[src/rtl/rst_sequencer_if.sv]
// Bus bundle between the core and the reset/RST sequencer: request, stack-write
// handshake, PC/SP update strobes and completion/abort pulses.
interface rst_sequencer_if #(
  parameter int ADDR_W   = 16,
  parameter int VEC_BITS = 3
) ();
  logic                Start;
  logic                Mode;
  logic [7:0]          Source;
  logic [VEC_BITS-1:0] Int_Vector;
  logic [ADDR_W-1:0]   PC;
  logic [ADDR_W-1:0]   SP;
  logic                Mem_Ready;

  logic                Busy;
  logic                Mem_Write;
  logic [ADDR_W-1:0]   Mem_Addr;
  logic [7:0]          Mem_Data;
  logic                PC_Load;
  logic [ADDR_W-1:0]   PC_New;
  logic                SP_Load;
  logic [ADDR_W-1:0]   SP_New;
  logic                Done;
  logic                Err;

  modport master (
    output Start, Mode, Source, Int_Vector, PC, SP, Mem_Ready,
    input  Busy, Mem_Write, Mem_Addr, Mem_Data, PC_Load, PC_New,
           SP_Load, SP_New, Done, Err
  );

  modport slave (
    input  Start, Mode, Source, Int_Vector, PC, SP, Mem_Ready,
    output Busy, Mem_Write, Mem_Addr, Mem_Data, PC_Load, PC_New,
           SP_Load, SP_New, Done, Err
  );
endinterface

[src/rtl/rst_sequencer.sv]
// RST/interrupt entry sequencer: pushes the return PC (high byte first) onto the
// stack, then loads PC with the vector address and SP with the new stack top.
module rst_sequencer #(
  parameter int ADDR_W      = 16,
  parameter int VEC_BITS    = 3,
  parameter int STRIDE_LOG2 = 3,
  parameter int VEC_BASE    = 0,
  parameter int TIMEOUT     = 15
) (
  input  logic CLK,
  input  logic notReset,
  rst_sequencer_if.slave bus
);

  localparam int VW = (VEC_BITS > 3) ? VEC_BITS : 3;

  typedef enum logic [1:0] {IDLE, PUSH_HI, PUSH_LO, LOAD} state_t;

  state_t            state_q, state_d;
  logic [ADDR_W-1:0] pc_q, pc_d;
  logic [ADDR_W-1:0] sp_q, sp_d;
  logic [VW-1:0]     vec_q, vec_d;
  logic [7:0]        cnt_q, cnt_d;
  logic              err_q, err_d;

  logic              opcode_ok;
  logic [15:0]       pc_ext;
  logic [31:0]       vec_off;
  logic              mem_write, pc_load, sp_load, done;
  logic [ADDR_W-1:0] mem_addr, pc_new, sp_new;
  logic [7:0]        mem_data;

  always_ff @(posedge CLK) begin
    if (!notReset) begin
      state_q <= IDLE;
      pc_q    <= '0;
      sp_q    <= '0;
      vec_q   <= '0;
      cnt_q   <= '0;
      err_q   <= 1'b0;
    end else begin
      state_q <= state_d;
      pc_q    <= pc_d;
      sp_q    <= sp_d;
      vec_q   <= vec_d;
      cnt_q   <= cnt_d;
      err_q   <= err_d;
    end
  end

  // RST opcodes are 11nnn111; nnn selects the vector.
  assign opcode_ok = (bus.Source[7:6] == 2'b11) && (bus.Source[2:0] == 3'b111);
  assign pc_ext    = 16'(pc_q);
  assign vec_off   = 32'(vec_q) << STRIDE_LOG2;

  always_comb begin
    state_d   = state_q;
    pc_d      = pc_q;
    sp_d      = sp_q;
    vec_d     = vec_q;
    cnt_d     = cnt_q;
    err_d     = 1'b0;
    mem_write = 1'b0;
    mem_addr  = '0;
    mem_data  = '0;
    pc_load   = 1'b0;
    pc_new    = '0;
    sp_load   = 1'b0;
    sp_new    = '0;
    done      = 1'b0;
    unique case (state_q)
      IDLE: begin
        if (bus.Start) begin
          if (bus.Mode || opcode_ok) begin
            pc_d    = bus.PC;
            sp_d    = bus.SP;
            vec_d   = bus.Mode ? VW'(bus.Int_Vector) : VW'(bus.Source[5:3]);
            cnt_d   = '0;
            state_d = PUSH_HI;
          end else begin
            err_d = 1'b1;
          end
        end
      end
      PUSH_HI, PUSH_LO: begin
        mem_write = 1'b1;
        mem_addr  = (state_q == PUSH_HI) ? sp_q - ADDR_W'(1) : sp_q - ADDR_W'(2);
        mem_data  = (state_q == PUSH_HI) ? pc_ext[15:8] : pc_ext[7:0];
        if (bus.Mem_Ready) begin
          cnt_d   = '0;
          state_d = (state_q == PUSH_HI) ? PUSH_LO : LOAD;
        end else if (cnt_q == 8'(TIMEOUT - 1)) begin
          // Memory never answered: abandon without touching PC/SP.
          cnt_d   = '0;
          err_d   = 1'b1;
          state_d = IDLE;
        end else begin
          cnt_d = cnt_q + 8'd1;
        end
      end
      LOAD: begin
        pc_load = 1'b1;
        pc_new  = ADDR_W'(32'(VEC_BASE) + vec_off);
        sp_load = 1'b1;
        sp_new  = sp_q - ADDR_W'(2);
        done    = 1'b1;
        cnt_d   = '0;
        state_d = IDLE;
      end
      default: state_d = IDLE;
    endcase
  end

  assign bus.Busy      = (state_q != IDLE);
  assign bus.Mem_Write = mem_write;
  assign bus.Mem_Addr  = mem_addr;
  assign bus.Mem_Data  = mem_data;
  assign bus.PC_Load   = pc_load;
  assign bus.PC_New    = pc_new;
  assign bus.SP_Load   = sp_load;
  assign bus.SP_New    = sp_new;
  assign bus.Done      = done;
  assign bus.Err       = err_q;

endmodule

[src/flat_wrapper.sv]
// flat-port wrapper written by rule: the top's interface ports become plain ports
module rst_sequencer_flat 
#(
  parameter int ADDR_W      = 16,
  parameter int VEC_BITS    = 3,
  parameter int STRIDE_LOG2 = 3,
  parameter int VEC_BASE    = 0,
  parameter int TIMEOUT     = 15
)
  (CLK, notReset, bus_Start, bus_Mode, bus_Source, bus_Int_Vector, bus_PC, bus_SP, bus_Mem_Ready, bus_Busy, bus_Mem_Write, bus_Mem_Addr, bus_Mem_Data, bus_PC_Load, bus_PC_New, bus_SP_Load, bus_SP_New, bus_Done, bus_Err);
  rst_sequencer_if #(.ADDR_W(ADDR_W), .VEC_BITS(VEC_BITS)) bus_i ();
  input  logic CLK;
  input  logic notReset;
  input wire logic [$bits(bus_i.Start)-1:0] bus_Start;
  input wire logic [$bits(bus_i.Mode)-1:0] bus_Mode;
  input wire logic [$bits(bus_i.Source)-1:0] bus_Source;
  input wire logic [$bits(bus_i.Int_Vector)-1:0] bus_Int_Vector;
  input wire logic [$bits(bus_i.PC)-1:0] bus_PC;
  input wire logic [$bits(bus_i.SP)-1:0] bus_SP;
  input wire logic [$bits(bus_i.Mem_Ready)-1:0] bus_Mem_Ready;
  output wire logic [$bits(bus_i.Busy)-1:0] bus_Busy;
  output wire logic [$bits(bus_i.Mem_Write)-1:0] bus_Mem_Write;
  output wire logic [$bits(bus_i.Mem_Addr)-1:0] bus_Mem_Addr;
  output wire logic [$bits(bus_i.Mem_Data)-1:0] bus_Mem_Data;
  output wire logic [$bits(bus_i.PC_Load)-1:0] bus_PC_Load;
  output wire logic [$bits(bus_i.PC_New)-1:0] bus_PC_New;
  output wire logic [$bits(bus_i.SP_Load)-1:0] bus_SP_Load;
  output wire logic [$bits(bus_i.SP_New)-1:0] bus_SP_New;
  output wire logic [$bits(bus_i.Done)-1:0] bus_Done;
  output wire logic [$bits(bus_i.Err)-1:0] bus_Err;
  assign bus_i.Start = bus_Start;
  assign bus_i.Mode = bus_Mode;
  assign bus_i.Source = bus_Source;
  assign bus_i.Int_Vector = bus_Int_Vector;
  assign bus_i.PC = bus_PC;
  assign bus_i.SP = bus_SP;
  assign bus_i.Mem_Ready = bus_Mem_Ready;
  assign bus_Busy = bus_i.Busy;
  assign bus_Mem_Write = bus_i.Mem_Write;
  assign bus_Mem_Addr = bus_i.Mem_Addr;
  assign bus_Mem_Data = bus_i.Mem_Data;
  assign bus_PC_Load = bus_i.PC_Load;
  assign bus_PC_New = bus_i.PC_New;
  assign bus_SP_Load = bus_i.SP_Load;
  assign bus_SP_New = bus_i.SP_New;
  assign bus_Done = bus_i.Done;
  assign bus_Err = bus_i.Err;
  rst_sequencer #(.ADDR_W(ADDR_W), .VEC_BITS(VEC_BITS), .STRIDE_LOG2(STRIDE_LOG2), .VEC_BASE(VEC_BASE), .TIMEOUT(TIMEOUT)) u_core (.CLK(CLK), .notReset(notReset), .bus(bus_i));
endmodule
[config.mk]
export PLATFORM = sky130hd
export DESIGN_NAME = rst_sequencer_flat
export DESIGN_NICKNAME = d
export VERILOG_FILES = /design/src/rtl/rst_sequencer_if.sv /design/src/rtl/rst_sequencer.sv /design/src/flat_wrapper.sv
export SDC_FILE = /design/constraint.sdc
export NUM_CORES = 1
export LEC_CHECK = 0
export CAP_MARGIN = 10
export CORE_MARGIN = 2
export CORE_UTILIZATION = 39
export DETAILED_ROUTE_END_ITERATION = 6
export DONT_BUFFER_PORTS = 1
export GPL_ROUTABILITY_DRIVEN = 0
export PLACE_DENSITY_LB_ADDON = 0.15
export SYNTH_ARGS = -nofsm -noshare
export SYNTH_HDL_FRONTEND = slang
export SYNTH_SLANG_ARGS = --single-unit
[constraint.sdc]
create_clock -name CLK -period 2.05 [get_ports CLK]
set_input_delay 0.41 -clock CLK [delete_from_list [all_inputs] [get_ports CLK]]
set_output_delay 0.41 -clock CLK [all_outputs]
set_load 0.01 [all_outputs]
==> summary.md, run 1 <==
| Metric | Value |
|---|---|
| Outcome | complete, but fails checks |
| Failing checks | negative setup slack |
| Slew Viols, Final | 0 |
| Final setup margin | -0.2286 ns |
| Remaining DRCs | 0 |
| CTS Sinks | 46 |
| Post-synthesis mux area share | 14.38% |
| Complex-gate fraction of the synthesized area | around a tenth |
| CP most frequent cell | buf_4 |
| Htree depth | 2 |
| CP endpoint kind | primary output |
| Core ar. | slightly below 8000 um^2 |
| Initial antenna violation count | 0 |
| Layout area overhead | 24.97% |
| Die Span Y | approximately 94 um |
| Area leader, netlist | dfxtp_1 |
| Port Buf Inserts | 0 |
| Adder-cell share of the synthesized area | around 3.2% |
| Async set-or-reset flop fraction in the synthesized netlist | 0% |
| CP Max Fanout | 4 |
| CTS Buf Count | 5 |
| Max-Cap Viols | 0 |
| Layout cell share with drive strength beyond 1 | 29.59% |
| Critical-path cell list | inv_4, ha_4, and2_4, o211ai_1, buf_4, o21ai_1, a21boi_1, buf_4 |
| WP data required | 1.64 ns |
| Syn. warnings | 0 |
| Ranking of synthesized cells by area | dfxtp_1 29%, mux2i_1 14%, nand2_1 9.8% |
| Crit-path max cell delay | between 0.3 and 0.4 ns |
| Hold WC Path Type | in -> reg |
| FP Rows | 32 |
| Root buffer cell | clkbuf_8 |
| CTS tree | done |
| Wire length of the first global-routing pass | approximately 12,000 um |
| Slew HR | between 50 and 60% |
| GRT Overall Usage | between 15 and 20% |
| Grt total ovfl | 0 |
| RSZ-0062 raised after global routing | yes |
| Starting Density | 40.32% |
| Worst Setup Path Type | reg -> out |
| Peak VDD IR | a little over 0.3 mV |
| Top cell type's share of synthesized area | between 20% and 30% |
| Gate Count Post-Synth | 390 |
| Post-DP Area | between 3000 and 4000 um^2 |
| Cell Pwr Density | ~990 nW/um^2 |
| Synth Area in Simple Gates | between 20% and 30% |
| CP arrival | between 1.5 and 2 ns |
| Setup crit start kind | flop |
| Largest net degree at the start of global routing | 76 |
| Mapped cell area | between 3000 and 4000 um^2 |
| Pleak | ~1.6 nW |
| Final setup vio count | 14 |
| Routed WL per cell | ~15 um |
| Most used flip-flop cell after synthesis | dfxtp_1 |
| TritonRoute pass-1 iters | 4 |
| Synthesis-stage register bit count | 46 |
| Vias | 2,704 |
| Mean area per synthesized cell | between 8 and 9 um^2 |
| Die footprint | just under 9000 um^2 |
| Max Fclk | ~440 MHz |
| Post-synthesis sequential area ratio | between 20% and 30% |
| Post-synthesis cell type count | 50 |
| Largest family of logic cells by synthesized area | simple AND/OR/NAND/NOR gates |
| IO Pins | 110 |
| Fill cell count | between 700 and 800 |
| Hpwl dp | roughly 5600 um |
| Net count, final | between 400 and 500 |
| Final Hold Violating Endpoints | 0 |
| Final min period | approximately 2.3 ns |
| Die extent in x | 93.61 um |
| Initial DRC count | a little over 100 |
| Post-Synth XOR/XNOR Area | 5.873% |
| Post-synth EDFFs | 0 |
| Final period util | 111.2% |
| Final wirelength | 7711 um |
| Post-Layout Inst Area | slightly below 4000 um^2 |
| Clk Latency, worst-skew pair | between 0.2 and 0.3 ns |
| Detail Route Antenna Nets | 0 |
| Clk_skew | between 0.003 and 0.004 ns |
| Vias in the first global route | 2,575 |
| Slowest-stage cell, CP | dfxtp_2 |
| Worst Tran Pin Value | between 0.6 and 0.7 ns |
| Clock Path Buffers | 2 |
| N_diodes | 0 |
| Mean number of vias per cell | between 5 and 6 |
| Reg clk slew, reported paths | around 0.080 ns |
| Overall Power | between 3 and 4 mW |
==> cell usage after synthesis (2+ instances only) <==
master and number:
mux2i_1 45, nor2b_1 13, inv_1 8, or3_1 2, o311ai_0 2, nand2b_1 3, xor2_1 4, o31ai_1 4
xnor2_1 17, nand4_1 6, dfxtp_1 46, nand3_1 11, nor2_1 10, ha_1 8, o41ai_1 2, clkbuf_1 18
a21boi_1 2, o21ai_0 11, and2_1 26, a21boi_0 4, buf_2 5, a21oi_1 4, nor4_1 2, nor3_1 5
or4_1 3, o22ai_1 2, o21a_1 2, o211a_1 4, buf_4 18, o32ai_1 2, nand2_1 82
==> cells in the final DEF (no fill, tap or decap), types with 7 or more instances in the layout <==
| master | Yosys | routed |
|---|---|---|
| nand2_1 | 82 | 82 |
| mux2i_1 | 45 | 45 |
| buf_4 | 18 | 42 |
| dfxtp_1 | 46 | 38 |
| and2_4 | 0 | 16 |
| xnor2_1 | 17 | 13 |
| conb_1 | 1 | 13 |
| nor2b_2 | 0 | 9 |
| and2_1 | 26 | 9 |
| nor2_1 | 10 | 8 |
| o21ai_0 | 11 | 8 |
| buf_6 | 1 | 8 |
| dfxtp_2 | 0 | 8 |
| nand3_1 | 11 | 7 |
==> cell type report <==
cell class | count | area (um^2) | share of cell area [%]
clock buffer | 7 | 76.32 | 1.950
inverter | 8 | 32.53 | 0.8312
multi-input combinational | 306 | 2301 | 58.79
sequential | 46 | 930.9 | 23.79
tap | 102 | 127.6 | 3.261
timing repair buffer | 52 | 445.4 | 11.38
==> logic make-up (layout without fill, tap and decap cells) <==
logic type / count (synthesis) / after routing
and+or+nand+nor: 173 / 173
buffers and inverters: 50 / 67
AOI/OAI and AO/OA: 46 / 46
DFF: 46 / 46
muxes: 45 / 45
xor gates and xnor gates: 21 / 21
adders and majority gates: 8 / 8
other: 1 / 13
==> metal layers <==
metal / vias up / track usage (%) / share of wire, %
met3: 7 / 3.787 / 5.9
met5: - / 0 / 0
met2: 71 / 31.29 / 49
met4: 0 / 4.348 / 0.99
li1: 1361 / - / -
met1: 1265 / 21.90 / 45
==> worst max-delay path, delay by kind of cell, from the launching register on <==
family / cells / cell delay (ns)
flops: 1 / 0.36
fa+ha+maj: 1 / 0.15
simple gates: 1 / 0.16
buf+inv: 3 / 0.38
compound gates: 3 / 0.53
==> registers in the layout, summed over array words and instances (netlist names) <==
register	flops
u_core.bus.Err	1
u_core.pc_ext	16
u_core.cnt_q	8
u_core.state_q	2
u_core.sp_q	16
u_core.vec_q	3
==> path summary, 6_finish.rpt <==
check | start | to | slack, ns | cells after the start
worst max-delay path | u_core.sp_q[1] | bus_Mem_Addr[8] | -0.23 | 8
worst min-delay path | notReset | u_core.state_q[0] | 0.24 | 1
worst max register to register | u_core.state_q[1] | u_core.cnt_q[3] | 0.24 | 7
worst min register to register | u_core.pc_ext[0] | u_core.pc_ext[0] | 0.46 | 2
==> where the power goes <==
| group | leakage, nW | internal, mW | switching (mW) |
|---|---|---|---|
| clock network | 0.0383 | 0.235 | 0.285 |
| registers | 0.378 | 0.999 | 0.0900 |
| logic | 1.16 | 1.14 | 1.11 |
==> timing repair <==
item	CTS	global route
gates resized for setup	51	38
setup buffers	5	6
hold buffers	0	0
pin swaps	9	21
endpoints found under the setup margin	20	32
==> per-stage QoR <==
step	setup TNS, ns	utilization (%)	instances	setup WS [ns]	hold WS (ns)
3_3_place_gp	0	44.20	505	0.01371	0.4422
4_1_cts	-1.161	48.31	517	-0.1687	0.2256
2_1_floorplan	-0.01447	-	402	-0.01254	0.4341
3_5_place_dp	0	44.20	505	0.01084	0.4520
5_1_grt	-3.017	50.39	521	-0.3273	0.2240
6_report	-1.142	50.39	521	-0.2286	0.2446
Power figures use the tool's default switching activity.
==> run 2, diff against run 1 <==
CORE_ASPECT_RATIO = 1.2   (was unset)
==> summary.md, run 2 (synthesis gave the netlist of run 1 again) <==
| Metric | Value |
|---|---|
| Wire length of the first global-routing pass | roughly 13,000 um |
| CTS Buf Count | 5 |
| Fill cell count | 756 |
| Outcome | complete, but fails checks |
| Layout cell share with drive strength beyond 1 | around 32% |
| Slew Viols, Final | 0 |
| Commonest non-fill, non-tap cell in the layout | nand2_1 |
| Critical R2R Capture | u_core.cnt_q[3] |
| Critical-path cell list | inv_2, ha_4, nor2b_4, buf_4, nand3_2, o311ai_2, o41ai_2, buf_4 |
| Peak VDD IR | about 0.37 mV |
| Remaining DRCs | 8 |
| Hold WC Path Type | in -> reg |
| N_diodes | 0 |
| CP endpoint kind | primary output |
| Routed WL per cell | 15.43 um |
| Worst Tran Pin Value | 0.7275 ns |
| GRT Overall Usage | ~18% |
| Port Buf Inserts | 0 |
| Vias in the first global route | 2,602 |
| Die Span Y | approximately 100 um |
| WP buf/inv | 3 |
| Vias | ~2,800 |
| Multi-input logic area | between 2000 and 2500 um^2 |
| Max-Cap Viols | 0 |
| Crit Reg-Reg Startpoint | u_core.state_q[0] |
| Mean number of vias per cell | 5.272 |
| Initial antenna violation count | 0 |
| Clk_skew | around 0.0053 ns |
| Final setup margin | -0.2533 ns |
| Hpwl dp | between 5000 and 6000 um |
| Reg clk slew, reported paths | around 0.080 ns |
| Switch Pwr | roughly 1.6 mW |
| Clk Latency, worst-skew pair | 0.30 ns |
| Worst hold path depth | 2 |
| CP arrival | about 1.9 ns |
| Switching Fraction | between 30% and 40% |
| CTS tree | done |
| Cell internal pwr | between 2 and 2.5 mW |
| Final period util | 112.4% |
| FP Rows | 35 |
| Cell Pwr Density | roughly 1000 nW/um^2 |
| Final setup vio count | 17 |
| RSZ-0062 raised after global routing | yes |
| Clock Path Buffers | 2 |
| Hold path start | bus_SP[5] |
| Worst path top cell family by delay | compound AO/OA/AOI/OAI gates |
| Register share of total power | approximately a quarter |
| Grt total ovfl | 0 |
| Core ar. | between 7000 and 8000 um^2 |
| FF+latch area | about 930 um^2 |
| Final wirelength | between 8000 and 9000 um |
| Initial DRC count | 85 |
| Final Hold Violating Endpoints | 0 |
| Slew HR | between 50% and 60% |
| IO Pins | 110 |
| Die extent in x | 85.81 um |
| Max Fclk | between 400 and 500 MHz |
| Root buffer cell | clkbuf_8 |
| CP most frequent cell | buf_4 |
| TritonRoute pass-1 iters | 7 |
| Logic pwr share | 59.7% |
| Htree depth | 2 |
| Setup crit start kind | flop |
| Worst Hold End | u_core.sp_q[5] |
| Layout area overhead | 29.13% |
| Detail Route Antenna Nets | 0 |
| Place WS | -0.07375 ns |
| Crit-path max cell delay | about 0.35 ns |
| CTS Sinks | 46 |
| Net count, final | between 400 and 500 |
| Setup TNS | -2.190 ns |
| WP data required | about 1.6 ns |
| Overall Power | between 4 and 5 mW |
| Worst Setup Path Type | reg -> out |
| Most frequent cells in the layout | 82 x nand2_1, 49 x buf_4, 45 x mux2i_1 |
| Slowest-stage cell, CP | dfxtp_2 |
| Starting Density | approximately 40% |
| Setup slack, reg-to-reg | 0.19 ns |
| Die footprint | 8766 um^2 |
| Largest net degree at the start of global routing | 76 |
| CP Max Fanout | 3 |
| Failing checks | design-rule violations, negative setup slack |
| Final min period | roughly 2.3 ns |
| Pleak | 1.662 nW |
| Clock network power share | roughly 14% |
| Worst r2r path cells | 7 |
==> run 2: changes by cell type in the layout (fill, tap and decap cells not counted), sizes merged <==
cell    delta
clkbuf     -1
buf       +13
clkinv     +2
==> run 2: what timing repair did <==
item | 4_1_cts | 5_1_grt
endpoints found under the setup margin | 23 | 35
hold endpoints to repair | 0 | 0
resized for setup | 56 | 40
hold buffers | 0 | 0
buffers inserted | 7 | 12
pin swaps | 21 | 29
==> run 2: per-layer routing <==
metal	wire length, um	vias to the layer above	GRT usage [%]
met3	467	15	4.039
met5	0	-	0
met2	3989	90	30.95
li1	-	1375	-
met4	207	0	7.082
met1	3435	1288	21.58
==> run 2: how the worst max path moves through the flow <==
stage,start,end,slack [ns],depth (start not counted)
after floorplan,u_core.sp_q[1],bus_Mem_Addr[13],-0.01,7
after global placement,u_core.sp_q[1],bus_SP_New[13],-0.02,8
after detailed placement,u_core.sp_q[1],bus_SP_New[13],-0.07,8
after CTS,u_core.sp_q[7],bus_Mem_Addr[13],-0.25,6
after global routing,u_core.state_q[1],bus_Mem_Addr[8],-0.34,7
final,u_core.sp_q[2],bus_SP_New[13],-0.25,8
==> run 2: power groups by stage <==
stage               Clock [mW]  Sequential [mW]  Combinational (mW)
floorplan                    0             1.08                1.29
global placement             0             1.09                1.86
finish                   0.558             1.09                2.43
CTS                      0.586             1.08                2.16
global route             0.613             1.10                2.63
detailed placement           0             1.09                1.87
==> run 2: area by class of cell <==
class / count / share of cell area (%)
clock buffers: 6 / 1.795
clock inverters: 2 / 0.3403
inverters: 8 / 0.8045
multi-input cells: 306 / 56.93
flip-flops and latches: 46 / 23.08
well taps: 92 / 2.847
repair buffers: 65 / 14.20
==> run 2: metrics by stage <==
step | hold WS [ns] | area [um^2] | std cells | utilization [%]
2_1_floorplan | 0.4341 | 3196 | 402 | -
3_3_place_gp | 0.4422 | 3473 | 502 | 44.81
3_5_place_dp | 0.4499 | 3473 | 502 | 44.81
4_1_cts | 0.2259 | 3794 | 516 | 48.94
5_1_grt | 0.2315 | 4044 | 525 | 52.17
6_report | 0.2391 | 4044 | 525 | 52.17
